**src/rtl/if_fetch_pkg.sv**
```systemverilog
// rtl/if_fetch_pkg.sv - shared widths, constants and entry layout for the fetch stage.
package if_fetch_pkg;

  localparam int INST_ADDR_W = 32;
  localparam int INST_W      = 32;

  typedef logic [INST_ADDR_W-1:0] inst_addr_t;
  typedef logic [INST_W-1:0]      inst_t;

  localparam inst_t      ZERO_WORD        = '0;
  localparam logic       ENABLE           = 1'b1;
  localparam logic       DISABLE          = 1'b0;
  localparam inst_addr_t RESET_PC_DEFAULT = 32'h0000_0000;
  localparam inst_addr_t PC_STEP          = 32'd4;

  function automatic inst_addr_t next_pc(input inst_addr_t pc);
    return pc + PC_STEP;
  endfunction

endpackage

```
**src/rtl/if_fetch_fifo.sv**
```systemverilog
// rtl/if_fetch_fifo.sv - synchronous instruction-buffer FIFO (module fetch_fifo).
// A clear may coincide with a push; the pushed word then becomes the only entry.
module fetch_fifo #(
  parameter int WIDTH = 64,
  parameter int DEPTH = 2,
  parameter int CNT_W = $clog2(DEPTH) + 1
) (
  input  logic             clk,
  input  logic             rst,
  input  logic             clear,
  input  logic             push,
  input  logic [WIDTH-1:0] push_data,
  input  logic             pop,
  output logic [WIDTH-1:0] head,
  output logic             empty,
  output logic [CNT_W-1:0] count
);

  localparam int PW = $clog2(DEPTH);

  logic [WIDTH-1:0] mem [DEPTH];
  logic [PW-1:0]    rd_ptr;
  logic [PW-1:0]    wr_ptr;
  logic [PW-1:0]    wr_idx;
  logic             pop_ok;

  assign pop_ok = pop & ~empty;
  assign wr_idx = clear ? '0 : wr_ptr;
  assign empty  = (count == '0);
  assign head   = mem[rd_ptr];

  always_ff @(posedge clk) begin
    if (push) begin
      mem[wr_idx] <= push_data;
    end
  end

  always_ff @(posedge clk) begin
    if (rst) begin
      rd_ptr <= '0;
      wr_ptr <= '0;
      count  <= '0;
    end else if (clear) begin
      rd_ptr <= '0;
      wr_ptr <= push ? PW'(1) : '0;
      count  <= push ? CNT_W'(1) : '0;
    end else begin
      if (push) begin
        wr_ptr <= wr_ptr + PW'(1);
      end
      if (pop_ok) begin
        rd_ptr <= rd_ptr + PW'(1);
      end
      count <= count + CNT_W'(push) - CNT_W'(pop_ok);
    end
  end

endmodule

```
**src/rtl/if_fetch.sv**
```systemverilog
// rtl/if_fetch.sv - instruction fetch: PC, credit-limited imem requests, response buffer to decode.
// Optional misaligned-redirect reporting via IF_FETCH_ADEL_CHECK_EN (adds id_adel_o).
module if_fetch
  import if_fetch_pkg::*;
#(
  parameter logic [31:0] RESET_PC  = RESET_PC_DEFAULT,
  parameter int          BUF_DEPTH = 2
) (
  input  logic        clk,
  input  logic        rst,
  input  logic        flush_i,
  input  logic [31:0] flush_pc_i,
  output logic        imem_req_o,
  output logic [31:0] imem_addr_o,
  input  logic        imem_gnt_i,
  input  logic        imem_rvalid_i,
  input  logic [31:0] imem_rdata_i,
  output logic        id_valid_o,
  output logic [31:0] id_pc_o,
  output logic [31:0] id_inst_o,
  input  logic        id_ready_i
`ifdef IF_FETCH_ADEL_CHECK_EN
  ,
  output logic        id_adel_o
`endif
);

  localparam int CW    = $clog2(BUF_DEPTH) + 1;
  localparam int SUM_W = CW + 1;
`ifdef IF_FETCH_ADEL_CHECK_EN
  localparam int ENTRY_W = INST_ADDR_W + INST_W + 1;
`else
  localparam int ENTRY_W = INST_ADDR_W + INST_W;
`endif

  inst_addr_t   fetch_pc;
  inst_addr_t   resp_pc;
  inst_addr_t   flush_target;
  logic [CW-1:0] outstanding;
  logic [CW-1:0] outstanding_next;
  logic [CW-1:0] drop_cnt;
  logic [CW-1:0] fifo_count;
  logic          grant;
  logic          credit_ok;
  logic          adel_lock;
  logic          misaligned;
  logic          rsp_keep;
  logic          fifo_push;
  logic          fifo_pop;
  logic          fifo_empty;
  logic [ENTRY_W-1:0] push_data;
  logic [ENTRY_W-1:0] head;

`ifdef IF_FETCH_ADEL_CHECK_EN
  assign misaligned   = |flush_pc_i[1:0];
  assign flush_target = flush_pc_i;
  assign push_data    = flush_i ? {1'b1, flush_pc_i, ZERO_WORD}
                                : {1'b0, resp_pc, imem_rdata_i};
`else
  logic unused_flush_lsbs;
  assign unused_flush_lsbs = ^flush_pc_i[1:0];
  assign misaligned        = DISABLE;
  assign flush_target      = {flush_pc_i[31:2], 2'b00};
  assign push_data         = {resp_pc, imem_rdata_i};
`endif

  assign credit_ok   = (SUM_W'(outstanding) + SUM_W'(fifo_count)) < SUM_W'(BUF_DEPTH);
  assign imem_req_o  = ~rst & ~flush_i & ~adel_lock & credit_ok;
  assign imem_addr_o = fetch_pc;
  assign grant       = imem_req_o & imem_gnt_i;

  assign outstanding_next = outstanding + CW'(grant) - CW'(imem_rvalid_i);
  assign rsp_keep         = imem_rvalid_i & (drop_cnt == '0);
  assign fifo_push        = flush_i ? misaligned : rsp_keep;
  assign fifo_pop         = id_valid_o & id_ready_i & ~flush_i;

  always_ff @(posedge clk) begin
    if (rst) begin
      fetch_pc    <= RESET_PC;
      resp_pc     <= RESET_PC;
      outstanding <= '0;
      drop_cnt    <= '0;
      adel_lock   <= DISABLE;
    end else begin
      outstanding <= outstanding_next;
      if (flush_i) begin
        fetch_pc  <= flush_target;
        resp_pc   <= flush_target;
        // Everything still in flight after this edge belongs to the old stream,
        // including responses already marked for discard.
        drop_cnt  <= outstanding_next;
        adel_lock <= misaligned;
      end else begin
        if (grant) begin
          fetch_pc <= next_pc(fetch_pc);
        end
        if (imem_rvalid_i) begin
          if (drop_cnt != '0) begin
            drop_cnt <= drop_cnt - CW'(1);
          end else begin
            resp_pc <= next_pc(resp_pc);
          end
        end
      end
    end
  end

  fetch_fifo #(
    .WIDTH (ENTRY_W),
    .DEPTH (BUF_DEPTH),
    .CNT_W (CW)
  ) u_fifo (
    .clk       (clk),
    .rst       (rst),
    .clear     (flush_i),
    .push      (fifo_push),
    .push_data (push_data),
    .pop       (fifo_pop),
    .head      (head),
    .empty     (fifo_empty),
    .count     (fifo_count)
  );

  assign id_valid_o = ~fifo_empty;
  assign id_inst_o  = fifo_empty ? ZERO_WORD : head[INST_W-1:0];
  assign id_pc_o    = fifo_empty ? '0 : head[INST_W +: INST_ADDR_W];
`ifdef IF_FETCH_ADEL_CHECK_EN
  assign id_adel_o  = ~fifo_empty & head[ENTRY_W-1];
`endif

endmodule

```
**config.mk**
```make
export PLATFORM = sky130hd
export DESIGN_NAME = if_fetch
export DESIGN_NICKNAME = d
export VERILOG_FILES = /design/src/rtl/if_fetch_pkg.sv /design/src/rtl/if_fetch_fifo.sv /design/src/rtl/if_fetch.sv
export SDC_FILE = /design/constraint.sdc
export NUM_CORES = 1
export LEC_CHECK = 0
export ABC_AREA = 1
export CORE_ASPECT_RATIO = 1.1
export CORE_MARGIN = 4
export CORE_UTILIZATION = 40
export CTS_CLUSTER_SIZE = 24
export DETAILED_ROUTE_END_ITERATION = 6
export HOLD_SLACK_MARGIN = 0.06
export SYNTH_ARGS = -nofsm -noshare
export SYNTH_HDL_FRONTEND = slang
export SYNTH_HIERARCHICAL = 1
export SYNTH_SLANG_ARGS = --single-unit
```
**constraint.sdc**
```tcl
create_clock -name clk -period 10.5 [get_ports clk]
set_input_delay 2.1 -clock clk [delete_from_list [all_inputs] [get_ports clk]]
set_output_delay 2.1 -clock clk [all_outputs]
set_load 0.03 [all_outputs]
```
# Word-level counts from Yosys, hierarchy flattened
# Memories as Yosys holds them, arrays and structs flattened. A register that Yosys moved wholly into a read port is not among the register bits.
# Index checks and enable logic that the tools add are counted.
[op_classes]
addsub = 10
n_lt_le_gt_ge = 1
eq_ne = 1
muxes = 20
bitwise = 11
reduce_logical = 11
[op_table]
columns = ["op", "n"]
rows = [
  ["two-way mux 32 bit", 7],
  ["adder 32 x 3 -> 32 bit, second input constant", 2],
  ["nonzero test 2 bit", 5],
  ["two-way mux 1 bit", 9],
  ["two-way mux 2 bit", 4],
  ["AND 1 bit", 7],
  ["AND reduction 2 bit", 3],
  ["adder 2 x 1 -> 2 bit", 2],
  ["logical NOT 2 bit", 2],
  ["NOT 1 bit", 4],
  ["subtractor 2 x 1 -> 2 bit", 2],
  ["adder 2 x 2 -> 3 bit", 1],
  ["< comparator 3 x 2 -> 1 bit, second input constant", 1],
  ["adder 1 bit, second input constant", 2],
  ["inequality test 2 bit, second input constant", 1],
  ["OR reduction 2 bit", 1],
  ["subtractor 2 x 1 -> 2 bit, second input constant", 1],
]
[totals]
regBits = 72
ram_bits = 128
input_bits = 70
out_inout_bits = 98
word_cells = 64
n_memories = 1
[memory_table]
columns = ["memory", "depth", "word_bits", "rd", "rd_clocked_by_memory_dff", "wr", "line_no", "rtl"]
rows = [
  ["u_fifo.mem", 2, 64, 1, 1, 1, "if_fetch_fifo.sv:21", "logic [WIDTH-1:0] mem [DEPTH];"],
]

# Longest topological paths before layout
# Gate-level depths: netlist of run 1.
[logic_depth]
word_depth = 7
mapped_depth = 15
mapped_depth_nobuf = 14

# Hierarchy
# The synthesis of run 1 kept the hierarchy.
[by_module_without_submodules]
columns = ["mod", "n_inst", "cells_per_inst", "area_each_um2"]
rows = [
  ["fetch_fifo", 1, 237, 5173.7],
  ["if_fetch", 1, 868, 4979.8],
]

# Worst setup path after synthesis of run 1
# No wires, ideal clock.
[synth_timing]
path_kind = "input-to-reg"
from = "in flush_i"
to = "mem u_fifo.mem[0][0] (enable)"
setup_time_ns = 0.507
arrival_ns = 5.920
slack_ns = 4.073
path_stages = 6
n_path_buf = 3
cell_sequence = "buf_2 nor2_1 buf_2 buf_4 inv_1 a21oi_1"
[synth_via]
elab_chain_len = 3
[synth_rtl]
columns = ["item", "line_no", "rtl"]
rows = [
  ["start: declaration", "if_fetch.sv:11", "input logic flush_i,"],
  ["two-way mux 1 bit", "if_fetch.sv:74", "assign fifo_push = flush_i ? misaligned : rsp_keep;"],
  ["via fifo_push", "if_fetch.sv:48", "logic fifo_push;"],
  ["two-way mux 1 bit", "if_fetch_fifo.sv:33", "if (push) begin"],
  ["two-way mux 1 bit (implied by the code)", "if_fetch_fifo.sv:34", "mem[wr_idx] <= push_data;"],
  ["end: declaration", "if_fetch_fifo.sv:21", ""],
]
# The timed path passes the listed nets, and every way through them passes these cells.

# Worst setup path in the final report of run 1
[layout_timing]
from = "in rst"
to = "out imem_req_o"
[layout_via]
elab_chain_len = 3
[layout_rtl]
columns = ["item", "line_no", "rtl"]
rows = [
  ["start: declaration", "if_fetch.sv:10", "input logic rst,"],
  ["NOT 1 bit", "if_fetch.sv:68", "assign imem_req_o = ~rst & ~flush_i & ~adel_lock & credit_ok;"],
  ["AND 1 bit (2 in a row)", "if_fetch.sv:68", ""],
  ["end: declaration", "if_fetch.sv:13", "output logic imem_req_o,"],
]
# No other way between the ends.

==> flow_summary_export.csv, run 1 <==
group,metric,value,unit
setup_path,worst-path-max-fanout,60,
setup_path,slowest_stage,"sky130_fd_sc_hd__clkdlybuf4s50_1",
drt,routed_length_per_instance,15.37,µm
sta,setup_slack,4805,ps
setup_path,cp_cell_sequence,"buf_2 > buf_4 > nor2_1 > nand2_1 > inv_1 > clkdlybuf4s50_1",
synth,ys_ff_latch,197,
sta,layout_worst_path_cycle_share,54.24,%
floorplan,core-area,24700,µm²
sta,fin_skew,13.85,ps
setup_path,crit_arrival,3590,ps
clock_network,cts.reportedPaths.clkPinSlew,70,ps
setup_path,worst_setup_path_endpoint,"imem_req_o",
setup_path,cpLargestDelayFamily,"buffers and inverters",
layout,seq_area,5229,µm²
grt,antenna_found_initial,1,
layout,layout.cells.most_common,"sky130_fd_sc_hd__nand2_1",
drt,vias_per_cell,4.805,
grt,grt_max_degree,67,
outcome,status,"completed",
synth,synthCells,1105,
run,maxCapViolCount,0,
sta,max_slew.worst_pin.slew,1107,ps
floorplan,floorplan.io_pins,168,
clock_network,clk_latency,430,ps
grt,global_route.peak_usage_layer,"met2",
clock_network,cts_tree,"built",
floorplan,initial_utilization,41.11,%
drt,finalWirelength,24.34,mm
layout,highest_count_cells_in_the_layout_ignoring_fill_and_taps,"236 x sky130_fd_sc_hd__nand2_1, 161 x sky130_fd_sc_hd__clkdlybuf4s50_1, 159 x sky130_fd_sc_hd__inv_1",
synth,synthesis.area,10150,µm²
layout,multi_input_area,4083,µm²
power_and_ir_drop,power_leakage,4.901,nW
grt,use_met3,3.680,%
synth,synth_cell_type_count,44,
drt,drtAntennaViolNets,0,
clock_network,postCtsSetupRepairBufs,0,
layout,fillerInstances,2281,
grt,globalRouteMet1Util,23.38,%
place,detailedPlacementHpwl,16.97,mm
setup_path,setup.worst_path.end_class,"output port",
drt,drc,0,
setup_path,rr_worst_depth,13,
setup_path,path_class,"input pin to output port",
place,io_buffers,163,
setup_path,setup.worst_path.start,"rst",
clock_network,clock-sinks,197,
synth,ys_warn_count,6,
synth,synth_seq_area_share,51.46,%
clock_network,clk_path_buf_depth,2,
place,place_worst_setup_slack,4777,ps
setup_path,critPathRequiredTime,8400,ps
setup_path,path_buf_inv,4,
sta,relative_slew_margins,26.19,%
sta,fin_crit,5695,ps
clock_network,cts-buffers-inserted,17,
drt,violation_count_after_the_first_detailed_routing_iteration,443,
setup_path,worst_setup_sp_type,"input pin",
power_and_ir_drop,vdd_ir_drop_max,0.00008263,V
clock_network,htree_num_levels,4,
setup_path,critical_path_cell_count,6,
floorplan,fp.dieArea,28000,µm²
layout,nets,1339,
setup_path,cp_slowest_stage_delay,580,ps
clock_network,cts-root-buf,"sky130_fd_sc_hd__clkbuf_16",
sta,fmaxAchievable,0.1756,GHz
place,place.gp.congestion,0.8773,
synth,synthesis.area_per_instance,9.189,µm²
setup_path,r2r_slack,7840,ps
power_and_ir_drop,power-per-cell-area,143.5,nW/µm²
layout,flow.area_growth_from_synthesis,23.66,%
sta,drv_slew,0,
worst_hold_path,hp-class,"flop to flop",
grt,grt_remaining_overflow,0,
sta,grt_setup_unrepaired,"no",
sta,hold_viol,0,
setup_path,timing.rr.end,"u_fifo/count[0]$_SDFF_PP0_",
drt,dr_total_vias,7606,
floorplan,placementRows,60,
setup_path,reg2reg_start,"u_fifo/count[1]$_SDFF_PP0_",
floorplan,die_x,159.9,µm
grt,grt_first_pass_wirelength,38.54,mm
floorplan,die_h,175.1,µm
clock_network,cts-resized-gates,0,
grt,global_route.usage.total,17.25,%
sta,setup_violations,0,
grt,met2_usage,27.57,%
sta,final.setup.tns,0,ps
grt,via_count_of_the_first_global_routing_pass,7295,
drt,first_pass_iters,4,
layout,antenna_cells_inserted,0,
layout,drive_above_1_share,11.31,%
clock_network,ctsHoldBuffers,0,
kinds of logic after synthesis:
kind of cell | share of synthesized area, %
adder cells (fa/ha/maj) | 1.060
buffers and inverters | 8.700
AO/OA/AOI/OAI | 6.100
AND/OR/NAND/NOR | 21.69
flip-flops | 51.46
other | 0.03693
XOR/XNOR | 1.639
multiplexers | 9.316
sequential cells by signal (all words and copies together), names as in the netlist, named ones only:
register,count
u_fifo/wr_ptr,1
imem_addr_o,30
u_fifo/count,2
outstanding,2
resp_pc,30
u_fifo/mem,128
drop_cnt,2
u_fifo/rd_ptr,1
tightest hold or removal path: cells and delay by family (launching register included):
family	cells	cell delay, ps
DFF	1	310
AOI/OAI and AO/OA	1	60
and+or+nand+nor	1	60
power by group:
part           leakage, nW  switching, W  internal, W
Combinational         2.87      0.000146     0.000106
Clock                0.275      0.000284     0.000373
Sequential            1.75     0.0000313     0.000861
worst min path at each step:
stage	from	to	slack, ps	cells after the start
floorplan	drop_cnt[1]$_SDFFE_PP0P_	drop_cnt[1]$_SDFFE_PP0P_	440	2
global placement	drop_cnt[1]$_SDFFE_PP0P_	drop_cnt[1]$_SDFFE_PP0P_	460	2
detailed placement	drop_cnt[1]$_SDFFE_PP0P_	drop_cnt[1]$_SDFFE_PP0P_	460	2
CTS	drop_cnt[1]$_SDFFE_PP0P_	drop_cnt[1]$_SDFFE_PP0P_	470	2
global route	drop_cnt[1]$_SDFFE_PP0P_	drop_cnt[1]$_SDFFE_PP0P_	510	2
finish	drop_cnt[1]$_SDFFE_PP0P_	drop_cnt[1]$_SDFFE_PP0P_	480	2
through the flow:
step / cell area [µm²] / util, % / hold WS (ps) / total power (W) / cells
after floorplan: 10170 / - / 444.6 / 0.001059 / 1110
after global placement: 11970 / 48.47 / 456.2 / 0.001160 / 1552
after detailed placement: 11970 / 48.47 / 464.1 / 0.001164 / 1552
after CTS: 12560 / 50.84 / 474.7 / 0.001823 / 1583
after global routing: 12560 / 50.84 / 510.1 / 0.001882 / 1583
final: 12560 / 50.84 / 475.5 / 0.001801 / 1583
layout make-up:
cell class	instances	area share [%]
Clock buffer	18	3.418
Clock inverter	13	1.246
Tap cell	310	3.089
Timing Repair Buffer	168	13.21
Multi-Input combinational cell	714	32.52
Inverter	163	4.873
Sequential cell	197	41.64
cells in the mapped netlist:
cell	number	share of area, %
sky130_fd_sc_hd__nand2_1	236	8.7
sky130_fd_sc_hd__fa_1	1	0.20
sky130_fd_sc_hd__nand4_1	5	0.31
sky130_fd_sc_hd__nor2_8	2	0.39
sky130_fd_sc_hd__nor2_4	9	1.0
sky130_fd_sc_hd__o21ai_0	37	1.8
sky130_fd_sc_hd__o211ai_1	1	0.074
sky130_fd_sc_hd__nand2_4	2	0.22
sky130_fd_sc_hd__nor3_1	4	0.20
sky130_fd_sc_hd__o22ai_1	1	0.062
sky130_fd_sc_hd__nand3_1	59	2.9
sky130_fd_sc_hd__mux2_2	4	0.44
sky130_fd_sc_hd__ha_1	7	0.86
sky130_fd_sc_hd__mux2_4	60	8.9
sky130_fd_sc_hd__clkbuf_1	14	0.52
sky130_fd_sc_hd__o21bai_1	3	0.22
sky130_fd_sc_hd__xor2_1	10	0.86
sky130_fd_sc_hd__inv_2	3	0.11
sky130_fd_sc_hd__nor2_1	157	5.8
sky130_fd_sc_hd__a21oi_1	53	2.6
sky130_fd_sc_hd__o21ai_1	1	0.049
sky130_fd_sc_hd__conb_1	1	0.037
sky130_fd_sc_hd__and3_1	1	0.062
sky130_fd_sc_hd__a31oi_1	14	0.86
sky130_fd_sc_hd__nand2_2	7	0.43
sky130_fd_sc_hd__xnor2_1	9	0.78
sky130_fd_sc_hd__a211oi_1	3	0.22
sky130_fd_sc_hd__inv_1	160	5.9
sky130_fd_sc_hd__nand3_2	6	0.59
sky130_fd_sc_hd__or2_2	2	0.12
sky130_fd_sc_hd__nand3_4	1	0.17
sky130_fd_sc_hd__nor3b_1	1	0.074
sky130_fd_sc_hd__and2_1	1	0.062
sky130_fd_sc_hd__nand3b_1	1	0.074
sky130_fd_sc_hd__buf_6	2	0.22
sky130_fd_sc_hd__buf_4	4	0.30
sky130_fd_sc_hd__edfxtp_1	128	38
sky130_fd_sc_hd__nor2_2	7	0.43
sky130_fd_sc_hd__dfxtp_1	69	14
sky130_fd_sc_hd__and3_4	1	0.11
sky130_fd_sc_hd__buf_2	7	0.35
sky130_fd_sc_hd__buf_12	6	1.2
sky130_fd_sc_hd__a21oi_2	2	0.17
sky130_fd_sc_hd__buf_1	3	0.11
layer usage:
| metal | vias to the layer above | part of all wire (%) |
|---|---|---|
| li1 | 3883 | - |
| met4 | 2 | 2.4 |
| met1 | 3435 | 47 |
| met3 | 36 | 5.9 |
| met5 | - | 0.053 |
| met2 | 250 | 45 |
(Power assumes the default switching activity.)
==> run 2, diff against run 1 <==
Settings changed: PLACE_DENSITY set to 0.65.
Clock period 10.5 ns to 4.8 ns, I/O delays scaled along.
==> run 2 against run 1 <==
Effect of this change: clock-buffer cell count decreased by 1; core utilization increased by 0.39 points; combinational power increased by 120%; cell area increased by 0.76%; wire length increased by 1.8%; critical path type is now flop to output port; highest routed layer unchanged.
==> flow_summary_export.csv, run 2 (synthesis results as in run 1) <==
group,metric,value,unit
grt,grt_max_degree,65,
floorplan,core-area,24700,µm²
clock_network,postCtsSetupRepairBufs,0,
sta,final.setup.tns,0,ps
drt,drc,0,
power_and_ir_drop,power_leakage,4.951,nW
power_and_ir_drop,vdd_ir_drop_max,0.0002004,V
sta,fmaxAchievable,0.2780,GHz
layout,flow.area_growth_from_synthesis,24.60,%
sta,drv_slew,0,
floorplan,initial_utilization,41.11,%
floorplan,die_x,159.9,µm
place,detailedPlacementHpwl,17.83,mm
power_and_ir_drop,power-per-cell-area,317.2,nW/µm²
clock_network,clock-sinks,197,
setup_path,worst_setup_sp_type,"flop",
clock_network,cts-root-buf,"sky130_fd_sc_hd__clkbuf_16",
drt,first_pass_iters,5,
layout,layout.cells.most_common,"sky130_fd_sc_hd__nand2_1",
layout,instances_no_fill,1587,
worst_hold_path,hp-class,"flop to flop",
grt,global_route.usage.total,17.62,%
sta,fin_crit,3597,ps
grt,via_count_of_the_first_global_routing_pass,7600,
sta,grt_setup_unrepaired,"no",
sta,fin_skew,12.98,ps
floorplan,die_h,175.1,µm
setup_path,setup.worst_path.end_class,"output port",
setup_path,worst-path-max-fanout,44,
grt,antenna_found_initial,2,
sta,relative_slew_margins,47.30,%
clock_network,clk_path_buf_depth,2,
clock_network,clk_latency,430,ps
place,numPlacedInstances,1555,
layout,fillerInstances,2271,
place,place.gp.congestion,0.8845,
drt,routed_length_per_instance,15.62,µm
clock_network,cts.reportedPaths.clkPinSlew,80,ps
clock_network,cts-resized-gates,0,
floorplan,placementRows,60,
layout,largest_reg_flops,128,
place,io_buffers,163,
setup_path,critPathRequiredTime,3840,ps
outcome,status,"completed",
sta,hold_viol,0,
drt,vias_per_cell,4.916,
clock_network,cts_tree,"built",
clock_network,ctsHoldBuffers,0,
setup_path,r2r_slack,2390,ps
layout,regMostFlops,"u_fifo/mem",
sta,layout_worst_path_cycle_share,74.93,%
sta,setup_violations,0,
setup_path,crit_arrival,2640,ps
floorplan,floorplan.io_pins,168,
clock_network,htree_num_levels,4,
layout,highest_count_cells_in_the_layout_ignoring_fill_and_taps,"236 x sky130_fd_sc_hd__nand2_1, 161 x sky130_fd_sc_hd__clkdlybuf4s50_1, 159 x sky130_fd_sc_hd__inv_1",
layout,nets,1342,
clock_network,cts-buffers-inserted,17,
drt,finalWirelength,24.79,mm
layout,fin_util,51.22,%
floorplan,fp.dieArea,28000,µm²
layout,drive_above_1_share,11.90,%
sta,hold-worst-slack,467.2,ps
drt,dr_total_vias,7802,
sta,max_slew.worst_pin.slew,789.3,ps
grt,grt_first_pass_wirelength,39.65,mm
layout,antenna_cells_inserted,0,
grt,grt_remaining_overflow,0,
drt,violation_count_after_the_first_detailed_routing_iteration,403,
setup_path,path_class,"flop to output port",
drt,drtAntennaViolNets,0,
run,maxCapViolCount,0,
## run 2: cell count changes in the layout (fill, tap and decap cells not counted), sizes merged
cell	delta
buf	+3
inv	+5
clkinvlp	-1
clkbuf	-1
clkinv	-2
## run 2: worst paths after layout
| path | startpoint | to | cells after the start |
|---|---|---|---|
| setup reg to reg | u_fifo/count[1]$_SDFF_PP0_ | u_fifo/count[0]$_SDFF_PP0_ | 13 |
| hold reg to reg | drop_cnt[1]$_SDFFE_PP0P_ | drop_cnt[1]$_SDFFE_PP0P_ | 2 |
| hold / removal | drop_cnt[1]$_SDFFE_PP0P_ | drop_cnt[1]$_SDFFE_PP0P_ | 2 |
| setup / recovery | u_fifo/count[1]$_SDFF_PP0_ | id_pc_o[11] | 6 |
## run 2: through the flow
step	cell area, µm²	total power (W)	setup slack (ps)
2_1_floorplan	10180	0.002315	950.2
6_report	12650	0.004013	1203
3_3_place_gp	12030	0.002539	1398
3_5_place_dp	12030	0.002552	1403
5_1_grt	12650	0.004178	980.4
4_1_cts	12650	0.004045	1149
## run 2: report_power, final
part	leakage, nW	total (W)	switching, W	internal [W]
combinational	2.89	0.000561	0.000325	0.000235
sequential	1.75	0.00195	0.0000688	0.00188
clock	0.302	0.00150	0.000662	0.000839
total	4.95	0.00401	0.00106	0.00296
## run 2: worst max-delay path, cell delays in order (launching register included)
cell and delay, ps:
sky130_fd_sc_hd__dfxtp_1 340, sky130_fd_sc_hd__inv_1 80, sky130_fd_sc_hd__nand2_1 80, sky130_fd_sc_hd__inv_2 580
sky130_fd_sc_hd__buf_4 380, sky130_fd_sc_hd__nor2_1 70, sky130_fd_sc_hd__clkdlybuf4s50_1 640
## run 2: final cells by class
class                   count  area (µm²)  share of cell area, %
clock inverters            15       195.2                  1.543
well taps                 310       387.9                  3.066
multi-input cells         714        4083                  32.27
flip-flops and latches    197        5229                  41.33
repair buffers            171        1719                  13.59
inverters                 163       611.8                  4.836
clock buffers              17       425.4                  3.363
## run 2: layer usage
metal,part of all wire (%),vias to the layer above,global-route usage [%]
met1,46,3590,23.22
li1,-,3891,-
met5,0.11,-,0
met3,5.7,35,3.845
met2,46,282,29.26
met4,2.4,4,5.342
